--- config.mk ---
export PLATFORM = sky130hd
export DESIGN_NAME = hdmi_pixel_packer
export DESIGN_NICKNAME = d
export VERILOG_FILES = /design/src/rtl/hdmi_pkg.sv /design/src/rtl/sat_counter.sv /design/src/rtl/hdmi_pixel_packer.sv
export SDC_FILE = /design/constraint.sdc
export NUM_CORES = 1
export LEC_CHECK = 0
export CORE_MARGIN = 2
export CORE_UTILIZATION = 60
export CTS_BUF_LIST = sky130_fd_sc_hd__clkbuf_8
export DETAILED_ROUTE_END_ITERATION = 7
export PLACE_DENSITY = 0.81
export SYNTH_ARGS = -nofsm -noshare
export SYNTH_HDL_FRONTEND = slang
export SYNTH_SLANG_ARGS = --single-unit
--- constraint.sdc ---
create_clock -name i_clock -period 9.9 [get_ports i_clock]
set_input_delay 1.485 -clock i_clock [delete_from_list [all_inputs] [get_ports i_clock]]
set_output_delay 1.485 -clock i_clock [all_outputs]
set_load 0.02 [all_outputs]
--- src/rtl/hdmi_pkg.sv ---
// Shared definitions for the HDMI pixel-clock-domain ingest blocks.
// Default geometry, pack-mode encodings and the width sanity rule.
package hdmi_pkg;

  localparam int DEFAULT_PIXEL_WIDTH = 24;
  localparam int DEFAULT_WORD_WIDTH  = 32;

  localparam logic PACK_PADDED = 1'b0;
  localparam logic PACK_DENSE  = 1'b1;

  // A pixel must fit in one FIFO word, otherwise packing can emit two words per cycle.
  function automatic logic widthsOk(input int pixelWidth, input int wordWidth);
    return (pixelWidth >= 1) && (pixelWidth <= wordWidth);
  endfunction

endpackage

--- src/rtl/sat_counter.sv ---
// Saturating up-counter with synchronous clear; clear and increment together
// yield a count of one so that a same-cycle event is never lost.
module sat_counter #(
  parameter int WIDTH = 16
) (
  input  logic             clock,
  input  logic             reset,
  input  logic             clear,
  input  logic             increment,
  output logic [WIDTH-1:0] count
);

  logic [WIDTH-1:0] count_r;
  logic [WIDTH-1:0] countNext_s;

  // Next count: clear wins over hold, saturate at all-ones.
  always_comb begin
    countNext_s = count_r;
    if (clear && increment) begin
      countNext_s = WIDTH'(1'b1);
    end else if (clear) begin
      countNext_s = {WIDTH{1'b0}};
    end else if (increment && !(&count_r)) begin
      countNext_s = count_r + WIDTH'(1'b1);
    end else begin
      countNext_s = count_r;
    end
  end

  // Count register.
  always_ff @(posedge clock or posedge reset) begin
    if (reset) begin
      count_r <= {WIDTH{1'b0}};
    end else begin
      count_r <= countNext_s;
    end
  end

  assign count = count_r;

endmodule

--- src/rtl/hdmi_pixel_packer.sv ---
// Packs one HDMI pixel per clock LSB-first into FIFO words (dense or padded),
// flushes the residual at frame end and counts words lost to a full FIFO.
module hdmi_pixel_packer
  import hdmi_pkg::*;
#(
  parameter int   PIXEL_WIDTH = DEFAULT_PIXEL_WIDTH,
  parameter int   WORD_WIDTH  = DEFAULT_WORD_WIDTH,
  parameter logic PACK_MODE   = PACK_DENSE,
  parameter int   OVF_WIDTH   = 16
) (
  input  logic                   i_clock,
  input  logic                   i_reset,
  input  logic [PIXEL_WIDTH-1:0] i_hdmiData,
  input  logic                   i_hdmiEnable,
  input  logic                   i_hdmiFrameEnd,
  input  logic                   i_fifoFull,
  input  logic                   i_clearOverflow,
  output logic                   o_dataValid,
  output logic [WORD_WIDTH-1:0]  o_fifoData,
  output logic                   o_overflow,
  output logic [OVF_WIDTH-1:0]   o_overflowCount
);

  localparam int ACC_W = PIXEL_WIDTH + WORD_WIDTH;
  localparam int CNT_W = (WORD_WIDTH > 1) ? $clog2(WORD_WIDTH) : 1;
  localparam int SUM_W = $clog2(ACC_W) + 1;

  if (!widthsOk(PIXEL_WIDTH, WORD_WIDTH)) begin : gBadWidth
    $error("hdmi_pixel_packer: PIXEL_WIDTH must be in 1..WORD_WIDTH");
  end

  logic [ACC_W-1:0]      accData_r;
  logic [CNT_W-1:0]      bitCount_r;
  logic                  pendingValid_r;
  logic [WORD_WIDTH-1:0] pendingWord_r;
  logic                  dataValid_r;
  logic [WORD_WIDTH-1:0] fifoData_r;
  logic                  overflow_r;

  logic [ACC_W-1:0]      placedAcc_s;
  logic [SUM_W-1:0]      bitSum_s;
  logic                  fullEmit_s;
  logic [WORD_WIDTH-1:0] fullWord_s;
  logic [ACC_W-1:0]      residAcc_s;
  logic [SUM_W-1:0]      residCount_s;
  logic                  flushNeed_s;
  logic [WORD_WIDTH-1:0] flushWord_s;
  logic                  emit_s;
  logic [WORD_WIDTH-1:0] emitWord_s;
  logic                  drop_s;
  logic [ACC_W-1:0]      nextAcc_s;
  logic [CNT_W-1:0]      nextCount_s;
  logic                  nextPending_s;
  logic [WORD_WIDTH-1:0] nextPendingWord_s;

  // Packing, flush and word-selection datapath.
  always_comb begin
    placedAcc_s  = accData_r | ({{WORD_WIDTH{1'b0}}, i_hdmiData} << bitCount_r);
    bitSum_s     = SUM_W'(bitCount_r) + SUM_W'(PIXEL_WIDTH);
    fullEmit_s   = 1'b0;
    fullWord_s   = {WORD_WIDTH{1'b0}};
    residAcc_s   = accData_r;
    residCount_s = SUM_W'(bitCount_r);

    if (i_hdmiEnable) begin
      if (PACK_MODE == PACK_PADDED) begin
        fullEmit_s = 1'b1;
        fullWord_s = WORD_WIDTH'(i_hdmiData);
      end else if (bitSum_s >= SUM_W'(WORD_WIDTH)) begin
        fullEmit_s   = 1'b1;
        fullWord_s   = placedAcc_s[WORD_WIDTH-1:0];
        residAcc_s   = placedAcc_s >> WORD_WIDTH;
        residCount_s = bitSum_s - SUM_W'(WORD_WIDTH);
      end else begin
        residAcc_s   = placedAcc_s;
        residCount_s = bitSum_s;
      end
    end else begin
      residAcc_s   = accData_r;
      residCount_s = SUM_W'(bitCount_r);
    end

    // Bits above the residual count are always zero, so the low word is already padded.
    flushNeed_s = i_hdmiFrameEnd && (residCount_s != {SUM_W{1'b0}});
    flushWord_s = residAcc_s[WORD_WIDTH-1:0];

    if (i_hdmiFrameEnd) begin
      nextAcc_s   = {ACC_W{1'b0}};
      nextCount_s = {CNT_W{1'b0}};
    end else begin
      nextAcc_s   = residAcc_s;
      nextCount_s = residCount_s[CNT_W-1:0];
    end

    // A pending flush and a full word are mutually exclusive; a flush takes the
    // output slot if free, else it is parked for the following cycle.
    emit_s            = 1'b0;
    emitWord_s        = {WORD_WIDTH{1'b0}};
    nextPending_s     = 1'b0;
    nextPendingWord_s = pendingWord_r;
    if (pendingValid_r) begin
      emit_s     = 1'b1;
      emitWord_s = pendingWord_r;
    end else if (fullEmit_s) begin
      emit_s     = 1'b1;
      emitWord_s = fullWord_s;
    end else begin
      emit_s     = 1'b0;
      emitWord_s = {WORD_WIDTH{1'b0}};
    end

    if (flushNeed_s) begin
      if (emit_s) begin
        nextPending_s     = 1'b1;
        nextPendingWord_s = flushWord_s;
      end else begin
        emit_s     = 1'b1;
        emitWord_s = flushWord_s;
      end
    end else begin
      nextPending_s = 1'b0;
    end

    drop_s = emit_s && i_fifoFull;
  end

  // Accumulator, pending flush and registered FIFO write port.
  always_ff @(posedge i_clock or posedge i_reset) begin
    if (i_reset) begin
      accData_r      <= {ACC_W{1'b0}};
      bitCount_r     <= {CNT_W{1'b0}};
      pendingValid_r <= 1'b0;
      pendingWord_r  <= {WORD_WIDTH{1'b0}};
      dataValid_r    <= 1'b0;
      fifoData_r     <= {WORD_WIDTH{1'b0}};
    end else begin
      accData_r      <= nextAcc_s;
      bitCount_r     <= nextCount_s;
      pendingValid_r <= nextPending_s;
      pendingWord_r  <= nextPendingWord_s;
      dataValid_r    <= emit_s && !i_fifoFull;
      if (emit_s && !i_fifoFull) begin
        fifoData_r <= emitWord_s;
      end
    end
  end

  // Sticky overflow flag; a drop in the clear cycle still sets it.
  always_ff @(posedge i_clock or posedge i_reset) begin
    if (i_reset) begin
      overflow_r <= 1'b0;
    end else if (drop_s) begin
      overflow_r <= 1'b1;
    end else if (i_clearOverflow) begin
      overflow_r <= 1'b0;
    end
  end

  sat_counter #(
    .WIDTH(OVF_WIDTH)
  ) uDropCounter (
    .clock    (i_clock),
    .reset    (i_reset),
    .clear    (i_clearOverflow),
    .increment(drop_s),
    .count    (o_overflowCount)
  );

  assign o_dataValid = dataValid_r;
  assign o_fifoData  = fifoData_r;
  assign o_overflow  = overflow_r;

endmodule

== After elaboration in Yosys (flattened, before gate mapping) ==
Index checks and enable logic that the tools add are counted.

* Order comparisons: 1
* Reductions and logical operators: 13
* Mux-type cells: 24
* $add $sub $neg: 3
* Shift-type cells: 1
* Bitwise logic cells: 1

{| class="wikitable"
|+ Operators with widths
! cell !! count
|-
| $mux 32 || 6
|-
| $mux 56 || 3
|-
| $or 56x56->56 || 1
|-
| $shl 24x5->56 || 1
|-
| $mux 16 || 3
|-
| $add 16x1->16 const B || 1
|-
| $reduce_and 16->1 || 1
|-
| $mux 7 || 2
|-
| $mux 1 || 9
|-
| $reduce_bool 7->1 || 1
|-
| $sub 6x6->7 const B || 1
|-
| $add 5x5->6 const B || 1
|-
| $ge 6x6->1 const B || 1
|-
| $logic_and 1x1->1 || 5
|-
| $mux 5 || 1
|-
| $reduce_bool 2->1 || 2
|-
| $reduce_bool 3->1 || 1
|-
| $logic_not 1->1 || 2
|-
| $reduce_and 2->1 || 1
|}

* Input port bits: 30
* Flip-flop bits (word level): 144
* Output and inout bits: 50

== Logic depth before layout (Yosys ltp) ==
Gate-level depths: netlist of run 1.

* Depth after elaboration: 12
* Depth in mapped cells: 15

== Hierarchy ==
A second synthesis of run 1 with hierarchy kept.

* Cell total of the unflattened synthesis: 719
* Area, all modules: 7124.3 um^2

{| class="wikitable"
|+ By module, submodules not included
! module !! area each (um^2) !! cells an instance !! times used !! sequential area each (um^2)
|-
| hdmi_pixel_packer || 6194.7 || 617 || 1 || 3103.0
|-
| sat_counter || 929.6 || 102 || 1 || 400.4
|}

== Least setup slack after synthesis of run 1 ==
No wires, ideal clock.

* Path type: register to register
* Start point: register bitCount_r[3]
* End point: register uDropCounter.count_r[12] (netlist: uDropCounter.count[12])
* Library setup time: 0.078 ns
* Period minus slack after synthesis: 3.425 ns
* Cell stages (with the launch flop): 15
* Required time: 9.822 ns
* Path slack: 6.475 ns
* Arrival: 3.347 ns
* Buffers on the path: 5
* Path through: dfrtp_1 -> buf_2 -> buf_2 -> buf_2 -> clkinv_1 -> ha_1 -> inv_1 -> clkbuf_1 -> ha_1 -> nand4b_1 -> o21ai_0 -> or3_4 -> buf_6 -> or4_1 -> a21oi_1

* Cells in the longest elaborated chain, start to end: 10
* Elaborated cells on any way between the ends: 17
* Those cells by class: add/sub (2); order compare (1); mux (8); reduce/logical (6)

{| class="wikitable"
|+ Ends and longest elaborated chain
! item !! RTL line !! RTL
|-
| from (decl) || hdmi_pixel_packer.sv:33 || <nowiki>logic [CNT_W-1:0] bitCount_r;</nowiki>
|-
| from (signal assigned) || hdmi_pixel_packer.sv:131 || <nowiki>bitCount_r <= {CNT_W{1'b0}};</nowiki>
|-
| from (signal assigned) || hdmi_pixel_packer.sv:138 || <nowiki>bitCount_r <= nextCount_s;</nowiki>
|-
| $add 5x5->6 || hdmi_pixel_packer.sv:59 || <nowiki>bitSum_s = SUM_W'(bitCount_r) + SUM_W'(PIXEL_WIDTH);</nowiki>
|-
| $sub 6x6->7 or $ge 6x6->1 (tied branches) || hdmi_pixel_packer.sv:73, hdmi_pixel_packer.sv:69 ||
|-
| $mux 7 or $mux 1 (tied branches) || hdmi_pixel_packer.sv:69 || <nowiki>end else if (bitSum_s >= SUM_W'(WORD_WIDTH)) begin</nowiki>
|-
| $mux 7 or $mux 1 (tied branches) || hdmi_pixel_packer.sv:65 || <nowiki>if (i_hdmiEnable) begin</nowiki>
|-
| $reduce_bool 7->1 or $mux 1 (tied branches) || hdmi_pixel_packer.sv:84, hdmi_pixel_packer.sv:104 ||
|-
| $logic_and 1x1->1 or $mux 1 (tied branches) || hdmi_pixel_packer.sv:84, hdmi_pixel_packer.sv:101 ||
|-
| $mux 1 * || hdmi_pixel_packer.sv:112 || <nowiki>if (flushNeed_s) begin</nowiki>
|-
| $logic_and 1x1->1 * || hdmi_pixel_packer.sv:124 || <nowiki>drop_s = emit_s && i_fifoFull;</nowiki>
|-
| $logic_and 1x1->1 (on tied branches) || sat_counter.sv:23, sat_counter.sv:19 ||
|-
| $reduce_bool 3->1 (no line) or $mux 16 (tied branches) || -- ||
|-
| to (signal assigned) || sat_counter.sv:33 || <nowiki>count_r <= {WIDTH{1'b0}};</nowiki>
|-
| to (signal assigned) || sat_counter.sv:35 || <nowiki>count_r <= countNext_s;</nowiki>
|-
| to (decl) || sat_counter.sv:13 || <nowiki>logic [WIDTH-1:0] count_r;</nowiki>
|}

Mark *: on every way between the ends. The rest lies on a longest branch, timed or not.
A chain may end at the register's enable or synchronous reset.

== Worst setup path in the final report of run 1 ==
* Start point: input i_hdmiEnable
* End point: register fifoData_r[0] (netlist: o_fifoData[0])

* Cells in the longest elaborated chain, start to end: 5
* Elaborated cells on any way between the ends: 14
* Those cells by class: mux (11); reduce/logical (3)

{| class="wikitable"
|+ Ends and longest elaborated chain
! item !! RTL line !! RTL
|-
| from (decl) || hdmi_pixel_packer.sv:14 || <nowiki>input logic i_hdmiEnable,</nowiki>
|-
| $mux 32, or another cell as far along || hdmi_pixel_packer.sv:65 ||
|-
| $mux 32, or another cell as far along || hdmi_pixel_packer.sv:104 || <nowiki>end else if (fullEmit_s) begin</nowiki>
|-
| $mux 32, or another cell as far along || hdmi_pixel_packer.sv:101 || <nowiki>if (pendingValid_r) begin</nowiki>
|-
| $mux 32 or $mux 1 (tied branches) || hdmi_pixel_packer.sv:113, hdmi_pixel_packer.sv:112 ||
|-
| $mux 32 or $logic_and 1x1->1 (tied branches) || hdmi_pixel_packer.sv:112, hdmi_pixel_packer.sv:142 ||
|-
| to (signal assigned) || hdmi_pixel_packer.sv:135 || <nowiki>fifoData_r <= {WORD_WIDTH{1'b0}};</nowiki>
|-
| to (signal assigned) || hdmi_pixel_packer.sv:143 || <nowiki>fifoData_r <= emitWord_s;</nowiki>
|-
| to (decl) || hdmi_pixel_packer.sv:37 || <nowiki>logic [WORD_WIDTH-1:0] fifoData_r;</nowiki>
|}

Several ways; a longest one is shown, not always the timed one. The select of a mux whose other input is x is not followed.

==> flow_summary_export.csv, run 1 <==
group,metric,value,unit
sta,timing_max_transition_violations_final,0,
layout,syn2layout_area_growth,16.75,%
sta,slew_headroom,26.04,%
global_route,grt_max_degree,79,
logic_synthesis,synth-compound-area-share,23.78,%
global_route,globalRouteTotalUtil,31.80,%
floorplanning,placeableCoreArea,0.01094,sq mm
logic_synthesis,post_synth_xor_area_fraction,0.2583,%
clock_tree,cts_buffer_depth,2,
clock_tree,tritoncts.num_buffers,17,
clock_tree,cts_num_sinks,140,
logic_synthesis,ys.warnings.count,0,
logic_synthesis,main_combinational_cell_family_by_area_after_synthesis,"compound AO/OA/AOI/OAI gates",
detailed_routing,finalWirelength,17.96,mm
clock_tree,clkSlewWorstSetupHoldPaths,0.07,ns
power,total_switching_power,0.5287,mW
placed_design,place.detailed.hpwl,12.03,mm
hold_path,path_category_of_the_worst_min_delay_check,"register to register",
logic_synthesis,post-synth-top-area-fraction,51.66,%
layout,final_nets,770,
logic_synthesis,main_area_contributors_after_synthesis,"sky130_fd_sc_hd__dfrtp_1, sky130_fd_sc_hd__nor2_1, sky130_fd_sc_hd__a21oi_1, sky130_fd_sc_hd__mux2i_1, sky130_fd_sc_hd__nand2_1",
floorplanning,chipWidth,110.3,microns
logic_synthesis,netlist_instances,683,
logic_synthesis,synthesis.area_per_instance,9.929,sq um
placed_design,placed_cells,857,
power,powerDensity,203.7,mW/mm^2
power,share_of_total_power_in_combinational_logic,28.7,%
floorplanning,io_pins,80,
sta,min_period_over_period,46.19,%
placed_design,gpl.final_weighted_congestion,0.9632,
hold_path,min_to,"pendingWord_r[17]",
clock_tree,cts_setup_buffers,0,
detailed_routing,drt-vias-per-instance,6.461,
critical_path,critPathLaunchType,"primary input",
layout,post_route_cells_drive_above_1_share,7.517,%
critical_path,critPathMostFrequentCell,"sky130_fd_sc_hd__buf_4",
job,max_cap_viol_count,0,
sta,setup-tns-final,0,ns
floorplanning,die_h,110.3,microns
detailed_routing,dr_drc_count,0,
clock_tree,clk_latency,0.45,ns
logic_synthesis,ys.flop_type,"sky130_fd_sc_hd__dfrtp_1",
critical_path,cp_slowest_cell,"sky130_fd_sc_hd__nor3_2",
sta,timing.clock.skew,0.007723,ns
logic_synthesis,synth_mux_area_share,5.055,%
floorplanning,placement_rows,38,
clock_tree,post_cts.resized_instances,0,
layout,commonest_non_fill_non_tap_cell_in_the_layout,"sky130_fd_sc_hd__dfrtp_1",
logic_synthesis,synth.ff_latch_count,140,
critical_path,rr_startpoint,"bitCount_r[4]",
critical_path,timing.critical_path.arrival,4.92,ns
critical_path,path_max_fanout,51,
critical_path,critical_path_required,10.24,ns
critical_path,cells_along_the_critical_path,"clkdlybuf4s50_1 -> buf_4 -> nor2b_4 -> o31ai_4 -> nor3_2 -> buf_4 -> o311ai_0 -> o22a_1",
sta,worst_slew_pin_slew,1.105,ns
clock_tree,clock-root-buffer,"sky130_fd_sc_hd__clkbuf_8",
critical_path,path_class,"primary input to register",
global_route,grt_first_pass_wirelength,29.04,mm
logic_synthesis,dominant_cell_type_by_area_after_synthesis,"sky130_fd_sc_hd__dfrtp_1",
power,p_int,1.084,mW
global_route,grt_overflow,0,
sta,grt_setup_unrepaired,"false",
clock_tree,tritoncts,"yes",
layout,n_antenna_cell,0,
critical_path,crit_path_max_incr_delay,0.74,ns
detailed_routing,ant_nets,0,
power,clkPwrFrac,26.0,%
global_route,antenna_violations_before_repair,0,
logic_synthesis,ys_async_sr_fraction,100.0,%
detailed_routing,drt_pass1_iterations,5,
detailed_routing,drt_first_iter_violations,628,
clock_tree,clock_tree.htree_level_count,4,
logic_synthesis,post_synth_edffs,0,
logic_synthesis,synth-seq-area-share,51.66,%
global_route,first_global_vias,5517,
detailed_routing,num_vias,5718,
layout,final-instance-count-excl-fill,885,
power,power.sequential.fraction,45.3,%
logic_synthesis,post_synth_fa_ha_maj_area_fraction,0.7380,%
layout,layout_common_cells,"sky130_fd_sc_hd__dfrtp_1, sky130_fd_sc_hd__clkdlybuf4s50_1, sky130_fd_sc_hd__nor2_1",
power,power.switching_fraction,32.78,%
detailed_routing,routedWlPerCell,20.30,microns
sta,period_minus_slack,4.573,ns
sta,max_freq,0.2187,GHz
critical_path,worstRegToRegCells,11,
logic_synthesis,post_synth_instance_area,0.006782,sq mm
critical_path,cp-end-kind,"register",
sta,number_of_failing_hold_endpoints_at_the_final_stage,0,
power,static-leakage-power,3.302,nW
logic_synthesis,syn-num-nets,717,
hold_path,whs_path_depth,2,
logic_synthesis,synth.distinct_cells,54,
power,worst_ir_drop_vdd,148.5,uV
run_status,status,"completed",
hold_path,origin_of_the_worst_min_delay_path,"pendingWord_r[17]",
floorplanning,initial_utilization,62.01,%
clock_tree,cts.hold.buffers_added,0,
floorplanning,design.die.area,0.01217,sq mm
critical_path,timing.rr.end,"o_fifoData[0]",
logic_synthesis,synth_simple_gate_area_share,14.48,%
critical_path,setup.reg_to_reg.worst_slack,5.78,ns
placed_design,place.port_buffers,79,
sta,setup_viol,0,
-- cell usage after synthesis (11+ instances only) --
cell type,n
sky130_fd_sc_hd__o21a_1,15
sky130_fd_sc_hd__nand2b_1,11
sky130_fd_sc_hd__mux2i_1,23
sky130_fd_sc_hd__a21oi_1,50
sky130_fd_sc_hd__buf_2,11
sky130_fd_sc_hd__clkbuf_1,37
sky130_fd_sc_hd__nor3_1,14
sky130_fd_sc_hd__a211oi_1,16
sky130_fd_sc_hd__nor2_1,75
sky130_fd_sc_hd__a21o_1,15
sky130_fd_sc_hd__o211ai_1,15
sky130_fd_sc_hd__o21ai_0,41
sky130_fd_sc_hd__dfrtp_1,140
sky130_fd_sc_hd__nand2_1,58
-- registers in the layout, indices dropped and copies added (netlist names) --
| register | cells |
|---|---|
| accData_r | 55 |
| o_fifoData | 32 |
| pendingWord_r | 32 |
| uDropCounter.count | 16 |
| bitCount_r | 2 |
| o_dataValid | 1 |
| o_overflow | 1 |
| pendingValid_r | 1 |
-- kinds of logic (layout without fill, tap and decap cells) --
kind of cell / Yosys count / count (layout)
flip-flops: 140 / 140
AND/OR/NAND/NOR: 209 / 209
multiplexers: 33 / 33
AO/OA/AOI/OAI: 234 / 234
adder cells (fa/ha/maj): 4 / 4
XOR/XNOR: 2 / 2
buffers and inverters: 61 / 123
-- power groups by stage --
stage / Sequential [mW] / Combinational [mW] / Clock (mW)
floorplan: 0.783 / 0.233 / 0
global placement: 0.735 / 0.446 / 0
detailed placement: 0.739 / 0.459 / 0
CTS: 0.730 / 0.463 / 0.421
global route: 0.742 / 0.503 / 0.451
finish: 0.730 / 0.463 / 0.419
-- cell type report --
class | count | area (sq um)
flip-flops and latches | 140 | 3503
fillers | 823 | 3018
multi-input cells | 482 | 3010
repair buffers | 87 | 850.8
clock buffers | 21 | 289.0
well taps | 140 | 175.2
clock inverters | 7 | 53.80
inverters | 8 | 35.03
-- metal layers --
metal	wire length, microns	track usage [%]
met4	417	12.32
met2	8459	48.69
met3	1445	8.113
met5	0	0
met1	7642	43.78
-- metrics by stage --
step	total power, mW	area [sq um]	hold WS, ns	utilization (%)	setup slack [ns]
2_1_floorplan	1.016	6782	0.4413	-	4.662
3_3_place_gp	1.181	7575	0.4545	69.27	5.069
3_5_place_dp	1.199	7575	0.4624	69.27	4.956
4_1_cts	1.614	7918	0.4780	72.40	5.397
5_1_grt	1.697	7918	0.5072	72.40	5.172
6_report	1.613	7918	0.4754	72.40	5.327
-- worst max path at each step --
stage / startpoint / endpoint / slack (ns) / cells after the start
floorplan: i_reset / accData_r[0] / 4.66 / 1
global placement: i_hdmiEnable / o_fifoData[0] / 5.07 / 8
detailed placement: i_hdmiEnable / o_fifoData[0] / 4.96 / 8
CTS: i_hdmiEnable / o_fifoData[0] / 5.40 / 8
global route: i_hdmiEnable / o_fifoData[0] / 5.17 / 8
finish: i_hdmiEnable / o_fifoData[0] / 5.33 / 8
-- critical path, delay by kind of cell --
kind | cells | cell delay, ns
compound gates | 3 | 0.61
buf+inv | 3 | 1.47
simple gates | 2 | 1.28
(Power assumes the default switching activity.)
==> run 2: changes to the inputs <==
--- a/config.mk
+++ b/config.mk
@@ -6,10 +6,10 @@
 export NUM_CORES = 1
 export LEC_CHECK = 0
 export CORE_MARGIN = 2
-export CORE_UTILIZATION = 60
+export CORE_UTILIZATION = 52
 export CTS_BUF_LIST = sky130_fd_sc_hd__clkbuf_8
 export DETAILED_ROUTE_END_ITERATION = 7
-export PLACE_DENSITY = 0.81
+export PLACE_DENSITY = 0.74
 export SYNTH_ARGS = -nofsm -noshare
 export SYNTH_HDL_FRONTEND = slang
 export SYNTH_SLANG_ARGS = --single-unit
==> constraint.sdc (replaced) <==
create_clock -name i_clock -period 3.75 [get_ports i_clock]
set_input_delay 0.5625 -clock i_clock [delete_from_list [all_inputs] [get_ports i_clock]]
set_output_delay 0.5625 -clock i_clock [all_outputs]
set_load 0.02 [all_outputs]
==> run 2 against run 1 <==
- flip-flop and latch count unchanged
- setup slack worse by 4.6 ns
- first-iteration DRC count down 18%
- sequential power rose to 2.6 times the previous value
- core utilization down 8.4 points
- combinational power rose to 2.7 times the previous value
- total power rose to 2.8 times the previous value
- die area up 15%
- clock skew about the same
- clock power rose to 3.2 times the previous value
- clock-buffer cell count down 2
- register-to-register slack worse by 5.1 ns
- critical path type is now register to register
==> flow_summary_export.csv, run 2 (synthesis results as in run 1) <==
group,metric,value,unit
critical_path,cp_slowest_cell,"sky130_fd_sc_hd__or4_1",
sta,setup-tns-final,0,ns
floorplanning,placement_rows,41,
clock_tree,clock_tree.htree_level_count,4,
critical_path,path_max_fanout,24,
detailed_routing,routedWlPerCell,19.22,microns
critical_path,cells_along_the_critical_path,"clkinv_1 -> ha_1 -> inv_1 -> ha_1 -> nand4b_1 -> o21ai_0 -> or3_4 -> or4_1 -> a21oi_1",
layout,final_nets,779,
clock_tree,clkSlewWorstSetupHoldPaths,0.08,ns
critical_path,critical_path_required,4.12,ns
sta,min_period_over_period,81.83,%
global_route,grt_max_degree,84,
floorplanning,die_h,118.2,microns
detailed_routing,ant_nets,0,
sta,grt_setup_unrepaired,"false",
clock_tree,tritoncts,"yes",
job,max_cap_viol_count,0,
detailed_routing,drt-vias-per-instance,6.111,
global_route,first_global_vias,5561,
layout,post_route_cells_drive_above_1_share,9.631,%
floorplanning,design.die.area,0.01397,sq mm
layout,n_antenna_cell,0,
floorplanning,placeableCoreArea,0.01267,sq mm
clock_tree,cts_setup_buffers,0,
critical_path,cp-end-kind,"register",
power,static-leakage-power,3.368,nW
layout,largest_register_ffs,55,
clock_tree,post_cts.resized_instances,0,
global_route,grt_overflow,0,
placed_design,postPlaceCellArea,0.007681,sq mm
layout,final_core_utilization,64.05,%
detailed_routing,drt_first_iter_violations,518,
detailed_routing,num_vias,5683,
detailed_routing,dr_drc_count,0,
detailed_routing,drt_pass1_iterations,5,
layout,commonest_non_fill_non_tap_cell_in_the_layout,"sky130_fd_sc_hd__dfrtp_1",
placed_design,place.port_buffers,79,
critical_path,timing.critical_path.arrival,3.44,ns
clock_tree,clock-root-buffer,"sky130_fd_sc_hd__clkbuf_8",
hold_path,path_category_of_the_worst_min_delay_check,"register to register",
critical_path,crit_path_max_incr_delay,0.54,ns
layout,syn2layout_area_growth,19.67,%
critical_path,path_class,"register to register",
sta,setup_viol,0,
layout,layout_common_cells,"sky130_fd_sc_hd__dfrtp_1, sky130_fd_sc_hd__clkdlybuf4s50_1, sky130_fd_sc_hd__nor2_1",
clock_tree,tritoncts.num_buffers,17,
placed_design,gpl.final_weighted_congestion,0.9683,
sta,period_minus_slack,3.069,ns
detailed_routing,finalWirelength,17.87,mm
sta,max_freq,0.3259,GHz
global_route,grt_first_pass_wirelength,29.73,mm
floorplanning,initial_utilization,53.52,%
sta,worst_slew_pin_slew,1.034,ns
critical_path,critPathLaunchType,"register",
power,powerDensity,552.3,mW/mm^2
placed_design,place.detailed.hpwl,12.35,mm
critical_path,critPathMostFrequentCell,"sky130_fd_sc_hd__ha_1",
global_route,globalRouteTotalUtil,27.27,%
clock_tree,cts_buffer_depth,2,
clock_tree,cts.hold.buffers_added,0,
clock_tree,clk_latency,0.45,ns
sta,timing_max_transition_violations_final,0,
floorplanning,chipWidth,118.2,microns
sta,timing.clock.skew,0.007715,ns
sta,number_of_failing_hold_endpoints_at_the_final_stage,0,
clock_tree,cts_num_sinks,140,
power,worst_ir_drop_vdd,328.0,uV
layout,postLayoutCellArea,0.008115,sq mm
run_status,status,"completed",
floorplanning,io_pins,80,
sta,slew_headroom,31.05,%
layout,largest_register,"accData_r",
global_route,antenna_violations_before_repair,0,
==> run 2: layout make-up <==
type,count,area (sq um)
multi-input combinational,482,3010
fill,1024,4556
timing repair buffer,96,918.4
inverter,8,33.78
clock buffer,19,261.5
tap,172,215.2
sequential,140,3503
clock inverter,13,172.7
==> run 2: power by group <==
group | total (mW) | leakage (nW) | switching (mW) | internal (mW)
sequential | 1.93 | 1.82 | 0.154 | 1.77
clock | 1.32 | 0.222 | 0.573 | 0.752
combinational | 1.23 | 1.32 | 0.699 | 0.531
total | 4.48 | 3.37 | 1.43 | 3.06
==> run 2: final timing paths <==
kind	startpoint	to	slack, ns	depth (start not counted)
setup / recovery	bitCount_r[3]	uDropCounter.count[9]	0.68	9
hold / removal	pendingWord_r[18]	pendingWord_r[18]	0.48	2
setup reg to reg	bitCount_r[3]	uDropCounter.count[9]	0.68	9
hold reg to reg	pendingWord_r[18]	pendingWord_r[18]	0.48	2
max in group asynchronous	i_reset	pendingWord_r[1]	2.26	3
min in group asynchronous	i_reset	pendingWord_r[18]	0.70	3
==> run 2: through the flow <==
stage	setup WS (ns)	hold slack (ns)	power, mW	cells
2_1_floorplan	0.3251	0.4413	2.683	683
3_3_place_gp	0.7775	0.4535	3.135	898
3_5_place_dp	0.7047	0.4620	3.177	898
4_1_cts	0.6997	0.4784	4.505	930
5_1_grt	0.4072	0.4904	4.726	930
6_report	0.6814	0.4755	4.482	930
==> run 2: critical path: cells and delay by family, from the launching register on <==
kind	cells	cell delay (ns)
simple gates	3	1.18
fa+ha+maj	2	0.63
buf+inv	2	0.53
flops	1	0.35
compound gates	2	0.29
==> run 2: per-layer routing <==
metal | wire length, microns | up-vias | track usage [%]
met5 | 0 | - | 0
met4 | 423 | 0 | 9.187
met2 | 8115 | 213 | 40.28
li1 | - | 2629 | -
met3 | 1179 | 32 | 7.770
met1 | 8155 | 2809 | 38.76
